==> config.mk <==
export PLATFORM = sky130hd
export DESIGN_NAME = eth_rx_parser
export DESIGN_NICKNAME = d
export VERILOG_FILES = /design/src/rtl/eth_pkg.sv /design/src/rtl/axis_skid_buffer.sv /design/src/rtl/eth_rx_parser.sv
export SDC_FILE = /design/constraint.sdc
export NUM_CORES = 1
export LEC_CHECK = 0
export BUFFER_PORTS_ARGS = -buffer_cell sky130_fd_sc_hd__buf_2
export CORE_UTILIZATION = 55
export CTS_BUF_LIST = sky130_fd_sc_hd__clkbuf_8
export CTS_CLUSTER_DIAMETER = 60
export DETAILED_ROUTE_END_ITERATION = 6
export GPL_TIMING_DRIVEN = 0
export HOLD_SLACK_MARGIN = 0.12
export PLACE_DENSITY = 0.88
export SLEW_MARGIN = 20
export SYNTH_ARGS = -nofsm -noshare
export SYNTH_HDL_FRONTEND = slang
export SYNTH_SLANG_ARGS = --single-unit
==> constraint.sdc <==
create_clock -name clk -period 4.9 [get_ports clk]
set_input_delay 0.98 -clock clk [delete_from_list [all_inputs] [get_ports clk]]
set_output_delay 0.98 -clock clk [all_outputs]
set_load 0.005 [all_outputs]
==> src/rtl/eth_pkg.sv <==
// Shared constants, types and helper functions for the Ethernet/IPv4 receive parser.
//   - header field constants and header word indices of the 32-bit word stream
//   - FSM state enumeration and the 34-bit TCP beat payload
//   - header check and saturating counter helpers
package eth_pkg;

  localparam int unsigned DATA_W = 32;
  localparam int unsigned SB_W   = DATA_W + 2;
  localparam int unsigned IDX_W  = 4;
  localparam int unsigned CNT_W  = 16;

  localparam logic [15:0] ETHERTYPE_IPV4 = 16'h0800;
  localparam logic [7:0]  IP_VER_IHL     = 8'h45;
  localparam logic [7:0]  IP_PROTO_TCP   = 8'h06;
  localparam logic [47:0] BCAST_MAC      = 48'hFFFF_FFFF_FFFF;

  // Header word indices (word 0 carries dmac[47:32] and is handled on entry)
  localparam logic [IDX_W-1:0] W_DMAC_LO = 4'd1;
  localparam logic [IDX_W-1:0] W_ETYPE   = 4'd3;
  localparam logic [IDX_W-1:0] W_VER_IHL = 4'd4;
  localparam logic [IDX_W-1:0] W_PROTO   = 4'd6;
  localparam logic [IDX_W-1:0] W_SRC_IP  = 4'd7;
  localparam logic [IDX_W-1:0] W_DST_IP  = 4'd8;

  typedef enum logic [2:0] {
    ST_IDLE,
    ST_HDR,
    ST_PAYLOAD,
    ST_DROP,
    ST_ABORT
  } state_e;

  typedef struct packed {
    logic [DATA_W-1:0] data;
    logic              last;
    logic              err;
  } tcp_beat_t;

  // Check the header field carried by word idx; words without a field pass.
  function automatic logic hdr_word_ok(
    input logic [IDX_W-1:0]  idx,
    input logic [DATA_W-1:0] data,
    input logic [15:0]       dmac_hi,
    input logic [47:0]       local_mac,
    input logic [31:0]       local_ip,
    input logic [31:0]       remote_ip
  );
    logic [47:0] dmac;
    logic        ok;
    dmac = {dmac_hi, data};
    ok   = 1'b1;
    case (idx)
      W_DMAC_LO: ok = (dmac == local_mac) || (dmac == BCAST_MAC);
      W_ETYPE:   ok = (data[15:0] == ETHERTYPE_IPV4);
      W_VER_IHL: ok = (data[31:24] == IP_VER_IHL);
      W_PROTO:   ok = (data[23:16] == IP_PROTO_TCP);
      W_SRC_IP:  ok = (data == remote_ip);
      W_DST_IP:  ok = (data == local_ip);
      default:   ok = 1'b1;
    endcase
    return ok;
  endfunction

  // Add 0..3 to a counter, clamping at all-ones.
  function automatic logic [CNT_W-1:0] sat_add(
    input logic [CNT_W-1:0] cnt,
    input logic [1:0]       amt
  );
    logic [CNT_W:0] sum;
    sum = {1'b0, cnt} + (CNT_W+1)'(amt);
    return sum[CNT_W] ? {CNT_W{1'b1}} : sum[CNT_W-1:0];
  endfunction

endpackage

==> src/rtl/axis_skid_buffer.sv <==
// Two-entry skid buffer with registered outputs.
//   in_data_i/in_valid_i/in_ready_o    : upstream handshake (in_ready_o from registers only)
//   out_data_o/out_valid_o/out_ready_i : downstream handshake
module axis_skid_buffer #(
  parameter int unsigned W = 34
) (
  input  logic         clk,
  input  logic         rst_n,
  input  logic [W-1:0] in_data_i,
  input  logic         in_valid_i,
  output logic         in_ready_o,
  output logic [W-1:0] out_data_o,
  output logic         out_valid_o,
  input  logic         out_ready_i
);

  logic [W-1:0] head_q, head_d, skid_q, skid_d;
  logic         head_vld_q, head_vld_d, skid_vld_q, skid_vld_d;

  // Room for another word whenever the skid slot is empty (fewer than 2 held).
  assign in_ready_o  = ~skid_vld_q;
  assign out_data_o  = head_q;
  assign out_valid_o = head_vld_q;

  // Head refills from the skid slot first, then from the input; a stalled head parks input in skid.
  always_comb begin
    head_d     = head_q;
    head_vld_d = head_vld_q;
    skid_d     = skid_q;
    skid_vld_d = skid_vld_q;
    if (!head_vld_q || out_ready_i) begin
      if (skid_vld_q) begin
        head_d     = skid_q;
        head_vld_d = 1'b1;
        skid_vld_d = 1'b0;
      end else begin
        head_vld_d = in_valid_i;
        if (in_valid_i) head_d = in_data_i;
      end
    end else if (in_valid_i && !skid_vld_q) begin
      skid_d     = in_data_i;
      skid_vld_d = 1'b1;
    end
  end

  // Storage registers
  always_ff @(posedge clk or negedge rst_n) begin
    if (!rst_n) begin
      head_q     <= '0;
      head_vld_q <= 1'b0;
      skid_q     <= '0;
      skid_vld_q <= 1'b0;
    end else begin
      head_q     <= head_d;
      head_vld_q <= head_vld_d;
      skid_q     <= skid_d;
      skid_vld_q <= skid_vld_d;
    end
  end

endmodule

==> src/rtl/eth_rx_parser.sv <==
// Ethernet/IPv4/TCP receive header parser: checks and strips the 9 header words,
// forwards the TCP segment and counts accepted and dropped frames.
//   mac_rx_*        : 32-bit MAC word stream in (sof/eof framing)
//   tcp_rx_*        : TCP segment stream out (last, err for aborted frames)
//   frame_*_count   : saturating status counters
module eth_rx_parser
  import eth_pkg::*;
#(
  parameter logic [47:0] LOCAL_MAC = 48'h02_00_00_00_00_01,
  parameter logic [31:0] LOCAL_IP  = 32'hC0A80001,
  parameter logic [31:0] REMOTE_IP = 32'hC0A80002
) (
  input  logic              clk,
  input  logic              rst_n,
  input  logic [DATA_W-1:0] mac_rx_data,
  input  logic              mac_rx_valid,
  input  logic              mac_rx_sof,
  input  logic              mac_rx_eof,
  output logic              mac_rx_ready,
  output logic [DATA_W-1:0] tcp_rx_data,
  output logic              tcp_rx_valid,
  output logic              tcp_rx_last,
  output logic              tcp_rx_err,
  input  logic              tcp_rx_ready,
  output logic [CNT_W-1:0]  frame_ok_count,
  output logic [CNT_W-1:0]  frame_drop_count
);

  state_e           state_q, state_d;
  logic [IDX_W-1:0] hdr_idx_q, hdr_idx_d;
  logic [15:0]      dmac_hi_q, dmac_hi_d;
  logic [CNT_W-1:0] ok_cnt_q, drop_cnt_q;
  logic             rdy_en_q;
  logic             beat, hdr_ok, ok_inc;
  logic [1:0]       drop_amt;
  logic             sb_in_valid, sb_in_ready;
  tcp_beat_t        sb_in_beat, sb_out_beat;

  // Input is held off while the error beat is pending or the skid buffer is full; an
  // unterminated frame's sof is refused in PAYLOAD so it can be replayed from IDLE.
  assign mac_rx_ready = rdy_en_q && (state_q != ST_ABORT) &&
                        !(state_q == ST_PAYLOAD && (!sb_in_ready || mac_rx_sof));
  assign beat   = mac_rx_valid && mac_rx_ready;
  assign hdr_ok = hdr_word_ok(hdr_idx_q, mac_rx_data, dmac_hi_q, LOCAL_MAC, LOCAL_IP, REMOTE_IP);

  // State register
  always_ff @(posedge clk or negedge rst_n) begin
    if (!rst_n) state_q <= ST_IDLE;
    else        state_q <= state_d;
  end

  // Next-state logic
  always_comb begin
    state_d = state_q;
    case (state_q)
      ST_IDLE: if (beat && mac_rx_sof && !mac_rx_eof) state_d = ST_HDR;
      ST_HDR: begin
        if (beat) begin
          if (mac_rx_sof)             state_d = mac_rx_eof ? ST_IDLE : ST_HDR;
          else if (mac_rx_eof)        state_d = ST_IDLE;
          else if (!hdr_ok)           state_d = ST_DROP;
          else if (hdr_idx_q == W_DST_IP) state_d = ST_PAYLOAD;
        end
      end
      ST_PAYLOAD: begin
        if (mac_rx_valid && mac_rx_sof) state_d = ST_ABORT;
        else if (beat && mac_rx_eof)    state_d = ST_IDLE;
      end
      ST_DROP: begin
        if (beat) begin
          if (mac_rx_sof)      state_d = mac_rx_eof ? ST_IDLE : ST_HDR;
          else if (mac_rx_eof) state_d = ST_IDLE;
        end
      end
      ST_ABORT: if (sb_in_ready) state_d = ST_IDLE;
      default:  state_d = ST_IDLE;
    endcase
  end

  // Output logic: header tracking, payload/abort push and counter increments
  always_comb begin
    hdr_idx_d   = hdr_idx_q;
    dmac_hi_d   = dmac_hi_q;
    sb_in_valid = 1'b0;
    sb_in_beat  = '0;
    ok_inc      = 1'b0;
    drop_amt    = 2'd0;
    case (state_q)
      ST_IDLE: begin
        if (beat && mac_rx_sof) begin
          hdr_idx_d = W_DMAC_LO;
          dmac_hi_d = mac_rx_data[15:0];
          if (mac_rx_eof) drop_amt = 2'd1;
        end
      end
      ST_HDR: begin
        if (beat) begin
          if (mac_rx_sof) begin
            // abandoned frame, plus the new one if it is a single-word runt
            hdr_idx_d = W_DMAC_LO;
            dmac_hi_d = mac_rx_data[15:0];
            drop_amt  = mac_rx_eof ? 2'd2 : 2'd1;
          end else begin
            hdr_idx_d = hdr_idx_q + IDX_W'(1);
            if (mac_rx_eof || !hdr_ok) drop_amt = 2'd1;
          end
        end
      end
      ST_PAYLOAD: begin
        if (mac_rx_valid && mac_rx_sof) begin
          drop_amt = 2'd1;
        end else if (beat) begin
          sb_in_valid     = 1'b1;
          sb_in_beat.data = mac_rx_data;
          sb_in_beat.last = mac_rx_eof;
          ok_inc          = mac_rx_eof;
        end
      end
      ST_DROP: begin
        // already counted on entry to DROP
        if (beat && mac_rx_sof) begin
          hdr_idx_d = W_DMAC_LO;
          dmac_hi_d = mac_rx_data[15:0];
          if (mac_rx_eof) drop_amt = 2'd1;
        end
      end
      ST_ABORT: begin
        sb_in_valid     = 1'b1;
        sb_in_beat.last = 1'b1;
        sb_in_beat.err  = 1'b1;
      end
      default: ;
    endcase
  end

  // Header tracking, counters and post-reset ready enable
  always_ff @(posedge clk or negedge rst_n) begin
    if (!rst_n) begin
      hdr_idx_q  <= '0;
      dmac_hi_q  <= '0;
      ok_cnt_q   <= '0;
      drop_cnt_q <= '0;
      rdy_en_q   <= 1'b0;
    end else begin
      hdr_idx_q  <= hdr_idx_d;
      dmac_hi_q  <= dmac_hi_d;
      ok_cnt_q   <= sat_add(ok_cnt_q, {1'b0, ok_inc});
      drop_cnt_q <= sat_add(drop_cnt_q, drop_amt);
      rdy_en_q   <= 1'b1;
    end
  end

  axis_skid_buffer #(.W(SB_W)) u_skid (
    .clk         (clk),
    .rst_n       (rst_n),
    .in_data_i   (sb_in_beat),
    .in_valid_i  (sb_in_valid),
    .in_ready_o  (sb_in_ready),
    .out_data_o  (sb_out_beat),
    .out_valid_o (tcp_rx_valid),
    .out_ready_i (tcp_rx_ready)
  );

  assign tcp_rx_data      = sb_out_beat.data;
  assign tcp_rx_last      = sb_out_beat.last;
  assign tcp_rx_err       = sb_out_beat.err;
  assign frame_ok_count   = ok_cnt_q;
  assign frame_drop_count = drop_cnt_q;

endmodule
==> reports/summary.txt, run 1 <==
Status -> completed
Cell Pwr Density -> 430 nW/um^2
FF+latch count, synth -> 126
Buffers on Ports -> 104
Clk slew on worst S/H paths -> 0.07 ns
DRC viols -> 0
RSZ-0062 raised after global routing -> no
Commonest non-fill, non-tap cell in the layout -> nand2_1
Worst-path cell chain -> buf_2 -> a2111oi_0 -> o2111a_1 -> buf_4 -> clkbuf_1 -> and2_1 -> ha_1 -> ha_1 -> and4_1 -> and4_1 -> nand3_1 -> or3_1 -> clkbuf_1 -> nand2_1
Most used DFF post-synth -> dfrtp_1
Starting Density -> 57.3%
Area grow syn2layout -> 18.2%
Nets -> 796
Core area -> 10500 sq um
CTS resizes -> 0
Initial antenna violation count -> 0
Routability cong. -> 0.990
Final Total Pwr -> 3.05 mW
Filler cells -> 848
Clk sinks -> 126
Remaining antenna violation count -> 0
Setup Fix Bufs, Post-CTS -> 0
I/O pin count -> 106
Average size of a mapped cell -> 9.59 sq um
Synth cell types -> 53
# diodes -> 0
Max clock buf depth -> 2
FP Rows -> 37
Minimum clock period after layout -> 4.43 ns
CTS tree -> done
Max layer used -> met4
Worst-Skew Late Latency -> 0.43 ns
WS Path Type -> input port to flop
H-tree depth -> 4
CP Max Fanout -> 10
Wire length per cell -> 16.5 um
Die Area -> 11300 sq um
Final hold vios -> 0
Synth Net Count -> 672
Required @ worst endpoint -> 5.26 ns
Vias in the first global route -> 5057
DR pass1 iterations -> 5
Vias/cell -> 5.91
Post-synth ARST share -> 100%
DP HPWL -> 10700 um
Share of cells above drive strength 1 -> 23.4%
Final Cycle Share -> 90.3%
Post-Route WL -> 14800 um
CP delay by family, top -> simple AND/OR/NAND/NOR gates
Num CTS Buffers -> 17
Detailed-route via count -> 5304
Slew Viols, Final -> 0
WL met2 -> 7310 um
Pin count of the biggest net entering global routing -> 71
DR WL met3 -> 945 um
Share of the yosys chip area belonging to registers -> 52.6%
Critical path's slowest cell -> a2111oi_0
Die X -> 106 um
Global route total overflow -> 0
Slew @ Worst Pin -> 0.745 ns
Cell area after synthesis -> 6000 sq um
Tot GR Track Use -> 27.3%
Worst Path Arrival -> 4.79 ns
Most frequent cells in the layout -> 140 x nand2_1, 126 x dfrtp_1, 113 x buf_2
Hold Slack -> 0.481 ns
CTS root buf -> clkbuf_8
Maximum clock frequency -> 0.226 GHz
Leak Pwr -> 3.53 nW
Bufs and invs on worst path -> 4
Crit-path max cell delay -> 0.71 ns
First-pass GRT wire length -> 24000 um
Maximum VDD drop -> 192 uV
Syn Inst Count -> 625
Number of hold buffers added after cts -> 0
YS warnings -> 0
Setup TNS Final -> 0 ns
Max-cap violation count -> 0
Rel. slew slack -> 49.0%
EDFF count, synth -> 0
DRT iter0 DRCs -> 406
Final Skew -> 0.0113 ns
Type of origin of the critical path -> input port
M1 wire length -> 6100 um
Setup Viol. Count Final -> 0
Worst min-delay path category -> flop to flop
Die Y -> 106 um
Crit path capture type -> flop
[sequential cells by signal, summed over array words and instances, names as in the netlist]
register / flops
u_skid.out_data_o: 34
u_skid.skid_q: 34
frame_drop_count: 16
state_q: 3
frame_ok_count: 16
u_skid.skid_vld_q: 1
hdr_idx_q: 4
u_skid.out_valid_o: 1
rdy_en_q: 1
dmac_hi_q: 16
[metal layers]
layer | vias to the layer above | track usage (%)
met5 | - | 0
li1 | 2448 | -
met4 | 0 | 12.3
met3 | 55 | 5.76
met2 | 254 | 44.1
met1 | 2547 | 35.4
[where the power goes]
group | internal (mW) | total, mW | switching [mW]
Combinational | 0.319 | 0.746 | 0.427
Clock | 0.440 | 0.853 | 0.413
Sequential | 1.27 | 1.45 | 0.171
Total | 2.03 | 3.05 | 1.01
[tightest hold or removal path, stage by stage (launching register included)]
cell and delay (ns):
dfrtp_1 0.34, nand2_1 0.05, o21ai_0 0.06
[cell usage after synthesis, drive strengths merged (2+ instances only)]
cell / n / share of area [%]
nor3b: 3 / 0.38
nand4: 17 / 1.8
xor2: 12 / 1.8
and3: 3 / 0.31
o31ai: 2 / 0.48
buf: 14 / 1.5
nand3: 53 / 4.4
o2111ai: 2 / 0.29
and4: 2 / 0.29
clkbuf: 21 / 1.4
dfrtp: 126 / 53
xnor2: 10 / 1.5
nand2: 140 / 8.8
nand2b: 5 / 0.52
a21oi: 11 / 0.92
o22a: 2 / 0.29
a22oi: 33 / 4.1
mux2: 20 / 3.8
a41oi: 2 / 0.29
ha: 8 / 1.7
nor2b: 6 / 0.63
inv: 13 / 0.81
or3: 2 / 0.21
nor4: 12 / 1.4
nand4b: 2 / 0.29
o21ai: 44 / 3.7
o21a: 2 / 0.25
nor2: 26 / 1.6
nor3: 13 / 1.3
a31oi: 5 / 0.52
[kinds of logic (layout without fill, tap and decap cells)]
kind of cell               after synthesis  in the layout  synth area share (%)
buffers and inverters                   48            185                  3.74
AOI/OAI and AO/OA                      111            111                  12.3
muxes                                   21             21                  3.92
and+or+nand+nor                        287            287                  22.2
DFF                                    126            126                  52.6
adders and majority gates                9              9                  2.00
other                                    1              1                0.0625
xor gates and xnor gates                22             22                  3.21
[through the flow]
stage,area [sq um],cells,util (%),setup WS [ns]
after floorplan,6000,625,-,0.813
after global placement,6690,865,63.9,0.356
after detailed placement,6720,866,64.2,0.115
after CTS,7090,898,67.7,0.534
after global routing,7090,898,67.7,0.336
final,7090,898,67.7,0.473
[path summary, 6_finish.rpt]
check	startpoint	to	slack [ns]	cells after the start
setup / recovery	mac_rx_valid	frame_ok_count[11]	0.47	14
hold / removal	u_skid.out_data_o[33]	u_skid.out_data_o[33]	0.48	2
setup reg to reg	state_q[1]	frame_ok_count[11]	0.59	15
hold reg to reg	u_skid.out_data_o[33]	u_skid.out_data_o[33]	0.48	2
max in group asynchronous	rst_n	u_skid.skid_q[20]	3.69	2
min in group asynchronous	rst_n	frame_drop_count[4]	0.49	1
[cell type report]
cell class / instances / area (sq um) / area share (%)
clock buffer: 17 / 234 / 3.30
buffer: 35 / 175 / 2.47
tap: 136 / 170 / 2.40
timing repair buffer: 105 / 554 / 7.82
clock inverter: 15 / 133 / 1.87
multi-input combinational: 451 / 2620 / 37.0
sequential: 126 / 3150 / 44.5
inverter: 13 / 48.8 / 0.689
Note: power is estimated with default switching activity, not from simulation.
==> inputs of run 2 (changes only) <==
Settings changed: ABC_AREA set to 1, PLACE_DENSITY 0.88 to 0.87.
==> run 2 against run 1 <==
Effect of this change: register-to-register slack improved by 0.87 ns; routed wire length up 5.3%; count of clock-buffer cells in the layout grew 4; largest power group unchanged; maximum frequency is 29% higher; via count grew 15%; synthesized area increased by 8.8%; first-iteration DRC count grew 38%; clock skew about the same; non-clock buffer count down 7; highest routed layer unchanged; worst setup slack better by 0.99 ns; global-route usage decreased by 0.63 points; flip-flop and latch count is the same.
==> reports/summary.txt, run 2 <==
Die Area -> 12300 sq um (+8.7%)
Most frequent cells in the layout -> 361 x nand2_1, 126 x dfrtp_1, 107 x buf_2
Die Y -> 111 um (+4.2%)
Die X -> 111 um (+4.2%)
Share of the yosys chip area belonging to registers -> 48.3% (-4.3 points)
Routability cong. -> 0.921 (-7.1%)
Final Skew -> 0.0114 ns (+0.000135 ns)
Setup TNS Final -> 0 ns (unchanged)
Starting Density -> 56.9% (-0.41 points)
Pin count of the biggest net entering global routing -> 69 (-2.8%)
Filler cells -> 959 (+13%)
Worst-Skew Late Latency -> 0.45 ns (+0.02 ns)
Number of hold buffers added after cts -> 0 (unchanged)
Slew @ Worst Pin -> 0.545 ns (-0.200 ns)
Commonest non-fill, non-tap cell in the layout -> nand2_1
Num CTS Buffers -> 17 (unchanged)
CTS tree -> done
Vias in the first global route -> 5594 (+11%)
Initial antenna violation count -> 1 (+1)
DRT iter0 DRCs -> 560 (+38%)
Tot GR Track Use -> 26.6% (-0.63 points)
H-tree depth -> 4 (unchanged)
Leak Pwr -> 4.39 nW (+24%)
CTS root buf -> clkbuf_8
FF+latch count, synth -> 126 (unchanged)
Cell area after synthesis -> 6530 sq um (+8.8%)
Core area -> 11500 sq um (+9.6%)
Most common cell in the netlist -> nand2_1
FP Rows -> 39 (+5.4%)
Synth area leader -> dfrtp_1
Slew Viols, Final -> 0 (unchanged)
CTS resizes -> 0 (unchanged)
Post-Route WL -> 15600 um (+5.3%)
Share of cells above drive strength 1 -> 17.2% (-6.2 points)
YS warnings -> 0 (unchanged)
Maximum clock frequency -> 0.291 GHz (+29%)
Maximum VDD drop -> 289 uV (+50%)
Final Util -> 67.7% (about the same)
Worst min-delay path category -> flop to flop
Final Cycle Share -> 70.1% (-20 points)
Post-synth top area share -> 48.3% (-4.3 points)
WS Path Type -> flop to flop
Area grow syn2layout -> 19.0%
Placed Area -> 7260 sq um (+8.1%)
Worst Path Arrival -> 3.80 ns (-0.99 ns)
EDFF count, synth -> 0 (unchanged)
Detailed-route via count -> 6096 (+15%)
Wire length per cell -> 13.4 um (-19%)
Vias/cell -> 5.25 (-11%)
Clk sinks -> 126 (unchanged)
Post-synth ARST share -> 100% (unchanged)
Cells after DPL -> 1129 (+30%)
DP HPWL -> 11200 um (+4.9%)
RSZ-0062 raised after global routing -> no
Minimum clock period after layout -> 3.44 ns (-0.991 ns)
Top cells by count, synth -> 361 x nand2_1, 126 x dfrtp_1, 79 x inv_1
Remaining antenna violation count -> 0 (unchanged)
Synth cell types -> 37 (-30%)
Final hold vios -> 0 (unchanged)
DRC viols -> 0 (unchanged)
Cell Pwr Density -> 431 nW/um^2 (+0.21%)
CP Max Fanout -> 5 (-5)
I/O pin count -> 106 (unchanged)
Status -> completed
Syn Inst Count -> 880 (+41%)
Most used DFF post-synth -> dfrtp_1
Type of origin of the critical path -> flop
Max-cap violation count -> 0 (unchanged)
Crit path capture type -> flop
First-pass GRT wire length -> 26000 um (+8.1%)
Cell area after layout -> 7760 sq um (+9.6%)
Global route total overflow -> 0 (unchanged)
Average size of a mapped cell -> 7.41 sq um (-23%)
Setup Fix Bufs, Post-CTS -> 0 (unchanged)
Largest cells by area after synthesis -> dfrtp_1 48%, nand2_1 21%, nand3_1 4.9%
Max clock buf depth -> 2 (unchanged)
Clk slew on worst S/H paths -> 0.07 ns (about the same)
DR pass1 iterations -> 5 (unchanged)
Buffers on Ports -> 105 (+0.96%)
Required @ worst endpoint -> 5.27 ns (about the same)
Nets -> 1052 (+32%)
Synth Net Count -> 927 (+38%)
Setup Viol. Count Final -> 0 (unchanged)
Rel. slew slack -> 63.7% (+15 points)
Non-filler cells, final -> 1162 (+29%)
[run 2: changes by cell type after synthesis, moves of 7 or more]
cell     delta
nor4_1     -11
nor2_1     +51
o21ai_0    +15
nand3_1    +11
mux2_2     -19
nand4_1    -13
a22oi_1    -33
nand2_1   +221
inv_1      +66
buf_2       -7
[run 2: cells by family (layout without fill, tap and decap cells)]
kind of cell | Yosys count | after routing | share of synthesized area (%)
AOI/OAI and AO/OA | 81 | 81 | 6.67
xor gates and xnor gates | 13 | 13 | 1.74
adders and majority gates | 9 | 9 | 1.84
buffers and inverters | 111 | 249 | 7.31
DFF | 126 | 126 | 48.3
other | 1 | 2 | 0.0575
and+or+nand+nor | 539 | 539 | 34.1
[run 2: where the power goes]
group	switching, mW	leakage [nW]	internal [mW]
sequential	0.163	1.66	1.28
clock	0.405	0.256	0.709
combinational	0.452	2.47	0.331
[run 2: through the flow]
stage               hold WS (ns)  setup WS, ns  power (mW)
finish                     0.475          1.46        3.34
global route               0.500          1.12        3.54
CTS                        0.480          1.45        3.36
detailed placement         0.461          1.06        2.24
global placement           0.457          1.12        2.21
floorplan                  0.449          1.57        1.90
[run 2: worst paths after layout]
check / cells past startpoint / endpoint / start / slack [ns]
max: 23 / frame_drop_count[15] / hdr_idx_q[0] / 1.46
min reg2reg: 2 / u_skid.out_data_o[22] / u_skid.out_data_o[22] / 0.48
max reg2reg: 23 / frame_drop_count[15] / hdr_idx_q[0] / 1.46
min: 2 / u_skid.out_data_o[22] / u_skid.out_data_o[22] / 0.48
max in group asynchronous: 2 / u_skid.skid_q[18] / rst_n / 3.67
min in group asynchronous: 1 / u_skid.out_data_o[10] / rst_n / 0.49
[run 2: layout make-up]
type	count	area (sq um)	area share, %
Antenna cell	1	2.50	0.0322
Buffer	27	159	2.05
Clock buffer	21	289	3.72
Clock inverter	11	209	2.69
Inverter	84	318	4.09
Multi-Input combinational cell	643	2900	37.3
Sequential cell	126	3150	40.6
Tap cell	143	179	2.30
Timing Repair Buffer	106	559	7.20
[run 2: routing by layer]
metal	vias up	wire [um]	global-route usage (%)
met5	-	0	0
met3	23	1000	5.85
met1	2851	6710	34.5
met2	223	7580	43.6
li1	2999	-	-
met4	0	329	10.5
[run 2: worst max-delay path, stage by stage, from the launching register on]
cell and delay [ns]:
dfrtp_1 0.42, inv_1 0.12, ha_1 0.21, nand3_1 0.13, or2_2 0.29, nand3_1 0.07
nor2_1 0.05, nor2_1 0.11, nand2_1 0.11, nand2_1 0.08, nand3_1 0.06, nand3_1 0.08
ha_1 0.16, inv_1 0.06, fa_1 0.40, nor2_1 0.15, and2_1 0.18, nand2_1 0.09
inv_1 0.10, nand2_1 0.09, inv_1 0.09, nand2_1 0.10, a21boi_0 0.15, o21ai_0 0.07
==> inputs of run 3 (changes only) <==
Settings changed: CORE_UTILIZATION 55 to 53, PLACE_DENSITY 0.87 to 0.88.
Clock period 4.9 ns to 3 ns, I/O delays scaled along.
==> run 3 against run 2 <==
Effect of this change: the run now ends with negative setup slack left; non-clock buffer count up 22; global-route usage is 0.68 points higher; hold slack got worse by 0.33 ns; routed wire length rose by 6.5%; largest power group unchanged; first-iteration DRC count is 7.3% lower; combinational power grew 88%; via count increased by 1.4%; maximum frequency rose by 11%; count of clock-buffer cells in the layout stayed put; sequential power grew 64%; worst setup slack worse by 1.6 ns; critical path type unchanged; flip-flop and latch count unchanged.
==> reports/summary.txt, run 3 (synthesis results as in run 2) <==
Die X -> 113 um (+1.8%)
Sw Ratio -> 33.6% (+3.0 points)
Commonest non-fill, non-tap cell in the layout -> nand2_1
CTS tree -> done
Worst Path Arrival -> 3.44 ns (-0.36 ns)
Initial antenna violation count -> 0 (-1)
I/O pin count -> 106 (unchanged)
Final hold vios -> 0 (unchanged)
Rel. slew slack -> 59.4% (-4.2 points)
Register share of total power -> 44.4% (+1.2 points)
FP Rows -> 40 (+2.6%)
Slew @ Worst Pin -> 0.604 ns (+0.0586 ns)
# diodes -> 0 (-1)
Comb power frac -> 27.6% (+4.2 points)
Crit path capture type -> flop
Die Y -> 113 um (+1.8%)
NetSw -> 1.79 mW (+76%)
DRT iter0 DRCs -> 519 (-7.3%)
CP Max Fanout -> 4 (-1)
Final Cycle Share -> 103% (+33 points)
Worst-Skew Late Latency -> 0.45 ns (about the same)
Max clock buf depth -> 2 (unchanged)
H-tree depth -> 4 (unchanged)
Core area -> 12000 sq um (+4.7%)
Int Pwr -> 3.55 mW (+53%)
Most frequent cells in the layout -> 352 x nand2_1, 125 x dfrtp_1, 107 x buf_2
Vias in the first global route -> 5880 (+5.1%)
Setup TNS Final -> -0.529 ns (-0.529 ns)
Vias/cell -> 5.21 (-0.71%)
Leak Pwr -> 4.55 nW (+3.8%)
Register area -> 3150 sq um (about the same)
Wire length per cell -> 14.0 um (+4.2%)
Clk pwr share -> 28.0% (-5.3 points)
Setup Viol. Count Final -> 13 (+13)
Maximum clock frequency -> 0.323 GHz (+11%)
Type of origin of the critical path -> flop
Clk sinks -> 126 (unchanged)
Crit-path max cell delay -> 0.42 ns (about the same)
Area grow syn2layout -> 23.7%
Cell mode on critical path -> nand3_2
Post-Route WL -> 16600 um (+6.5%)
CP delay by family, top -> simple AND/OR/NAND/NOR gates
Failing checks -> negative setup slack
Pin count of the biggest net entering global routing -> 65 (-5.8%)
DRC viols -> 0 (unchanged)
DR pass1 iterations -> 5 (unchanged)
Worst-path cell chain -> inv_2 -> ha_4 -> nand3_4 -> or2_4 -> nand3_2 -> nor2_1 -> nor2_1 -> nand2_2 -> nand2_2 -> nand3_2 -> nand3_2 -> ha_4 -> inv_2 -> fa_2 -> nor2_4 -> and2_4 -> nand2_4 -> inv_4 -> nand2_4 -> inv_4 -> nand3_2 -> xor2_1 -> nand2_1
Buffers on Ports -> 105 (unchanged)
Remaining antenna violation count -> 0 (unchanged)
Tot GR Track Use -> 27.3% (+0.68 points)
Share of cells above drive strength 1 -> 23.4% (+6.2 points)
Slew Viols, Final -> 0 (unchanged)
First-pass GRT wire length -> 27100 um (+4.4%)
Maximum VDD drop -> 442 uV (+53%)
Starting Density -> 54.3% (-2.6 points)
Final Skew -> 0.0120 ns (+0.000599 ns)
Num CTS Buffers -> 17 (unchanged)
RSZ-0062 raised after global routing -> yes
Status -> complete, but fails checks
Die Area -> 12800 sq um (+3.7%)
Non-filler cells, final -> 1187 (+2.2%)
DP HPWL -> 11200 um (about the same)
Bufs and invs on worst path -> 4 (unchanged)
Routability cong. -> 0.936 (+1.7%)
Required @ worst endpoint -> 3.34 ns (-1.93 ns)
Filler cells -> 984 (+2.6%)
Max-cap violation count -> 0 (unchanged)
Detailed-route via count -> 6183 (+1.4%)
Worst min-delay path category -> input port to asynchronous set/reset pin
Final setup margin -> -0.100 ns (-1.56 ns)
Cells after DPL -> 1133 (+0.35%)
Global route total overflow -> 0 (unchanged)
WS Path Type -> flop to flop
Multi-input combinational cell area -> 3090 sq um (+6.7%)
Cell Pwr Density -> 662 nW/um^2 (+54%)
Number of hold buffers added after cts -> 0 (unchanged)
Critical path's slowest cell -> dfrtp_1
CTS root buf -> clkbuf_8
Minimum clock period after layout -> 3.10 ns (-0.336 ns)
Clk slew on worst S/H paths -> 0.07 ns (about the same)
Nets -> 1074 (+2.1%)
Final Total Pwr -> 5.35 mW (+60%)
[run 3: cell count changes in the layout (fill, tap and decap cells not counted), moves of 5 or more]
cell | before | now
nand3_2 | 0 | 8
nor2_1 | 77 | 69
nor2_2 | 3 | 8
ha_1 | 8 | 3
inv_1 | 79 | 74
nand2_1 | 361 | 352
buf_4 | 6 | 25
nand2_2 | 5 | 10
nand3_1 | 64 | 55
buf_6 | 5 | 10
[run 3: worst register-to-register path, stage by stage (launching register included)]
cell and delay [ns]:
dfrtp_1 0.42, inv_2 0.11, ha_4 0.17, nand3_4 0.09, or2_4 0.24, nand3_2 0.05, nor2_1 0.04, nor2_1 0.12
nand2_2 0.10, nand2_2 0.07, nand3_2 0.06, nand3_2 0.08, ha_4 0.14, inv_2 0.03, fa_2 0.36, nor2_4 0.13
and2_4 0.17, nand2_4 0.07, inv_4 0.09, nand2_4 0.06, inv_4 0.08, nand3_2 0.06, xor2_1 0.15, nand2_1 0.07
[run 3: stage by stage]
stage	setup WS [ns]	util (%)	instance area [sq um]	hold WS, ns
global placement	-0.401	60.3	7240	0.457
floorplan	0.00884	-	6530	0.304
finish	-0.100	67.2	8070	0.141
global route	-0.245	67.2	8070	0.172
CTS	-0.0379	65.7	7890	0.145
detailed placement	-0.470	60.5	7270	0.461
[run 3: timing repair]
action / 4_1_cts / 5_1_grt
pin swaps: 16 / 17
resized for setup: 36 / 38
cloned: 0 / 1
buffers inserted: 17 / 9
endpoints found under the setup margin: 28 / 32
[run 3: worst paths after layout]
check,slack [ns],endpoint,start,depth (start not counted)
max,-0.10,frame_drop_count[14],hdr_idx_q[0],23
min,0.14,u_skid.out_data_o[8],rst_n,1
max reg2reg,-0.10,frame_drop_count[14],hdr_idx_q[0],23
min reg2reg,0.47,u_skid.out_data_o[21],u_skid.out_data_o[21],2
max in group asynchronous,2.14,state_q[2],rst_n,2
min in group clk,0.41,u_skid.skid_q[5],mac_rx_data[3],3
[run 3: layout make-up]
cell class	instances	area share [%]
sequential	126	39.1
multi-input combinational	643	38.3
timing repair buffer	129	9.25
inverter	84	4.03
clock buffer	21	3.58
tap	147	2.28
buffer	26	2.12
clock inverter	11	1.41
[run 3: power by group through the flow]
stage          sequential, mW  clock (mW)  combinational (mW)
2_1_floorplan            2.38           0               0.732
3_3_place_gp             2.37           0                1.24
3_5_place_dp             2.38           0                1.29
4_1_cts                  2.36        1.51                1.38
5_1_grt                  2.42        1.59                1.66
6_report                 2.38        1.50                1.47
[run 3: metal layers]
layer,vias up,GRT usage (%),routed length (um)
met5,-,0,0
li1,3050,-,-
met1,2901,34.0,7070
met4,0,13.2,482
met2,193,45.1,8150
met3,39,6.48,936
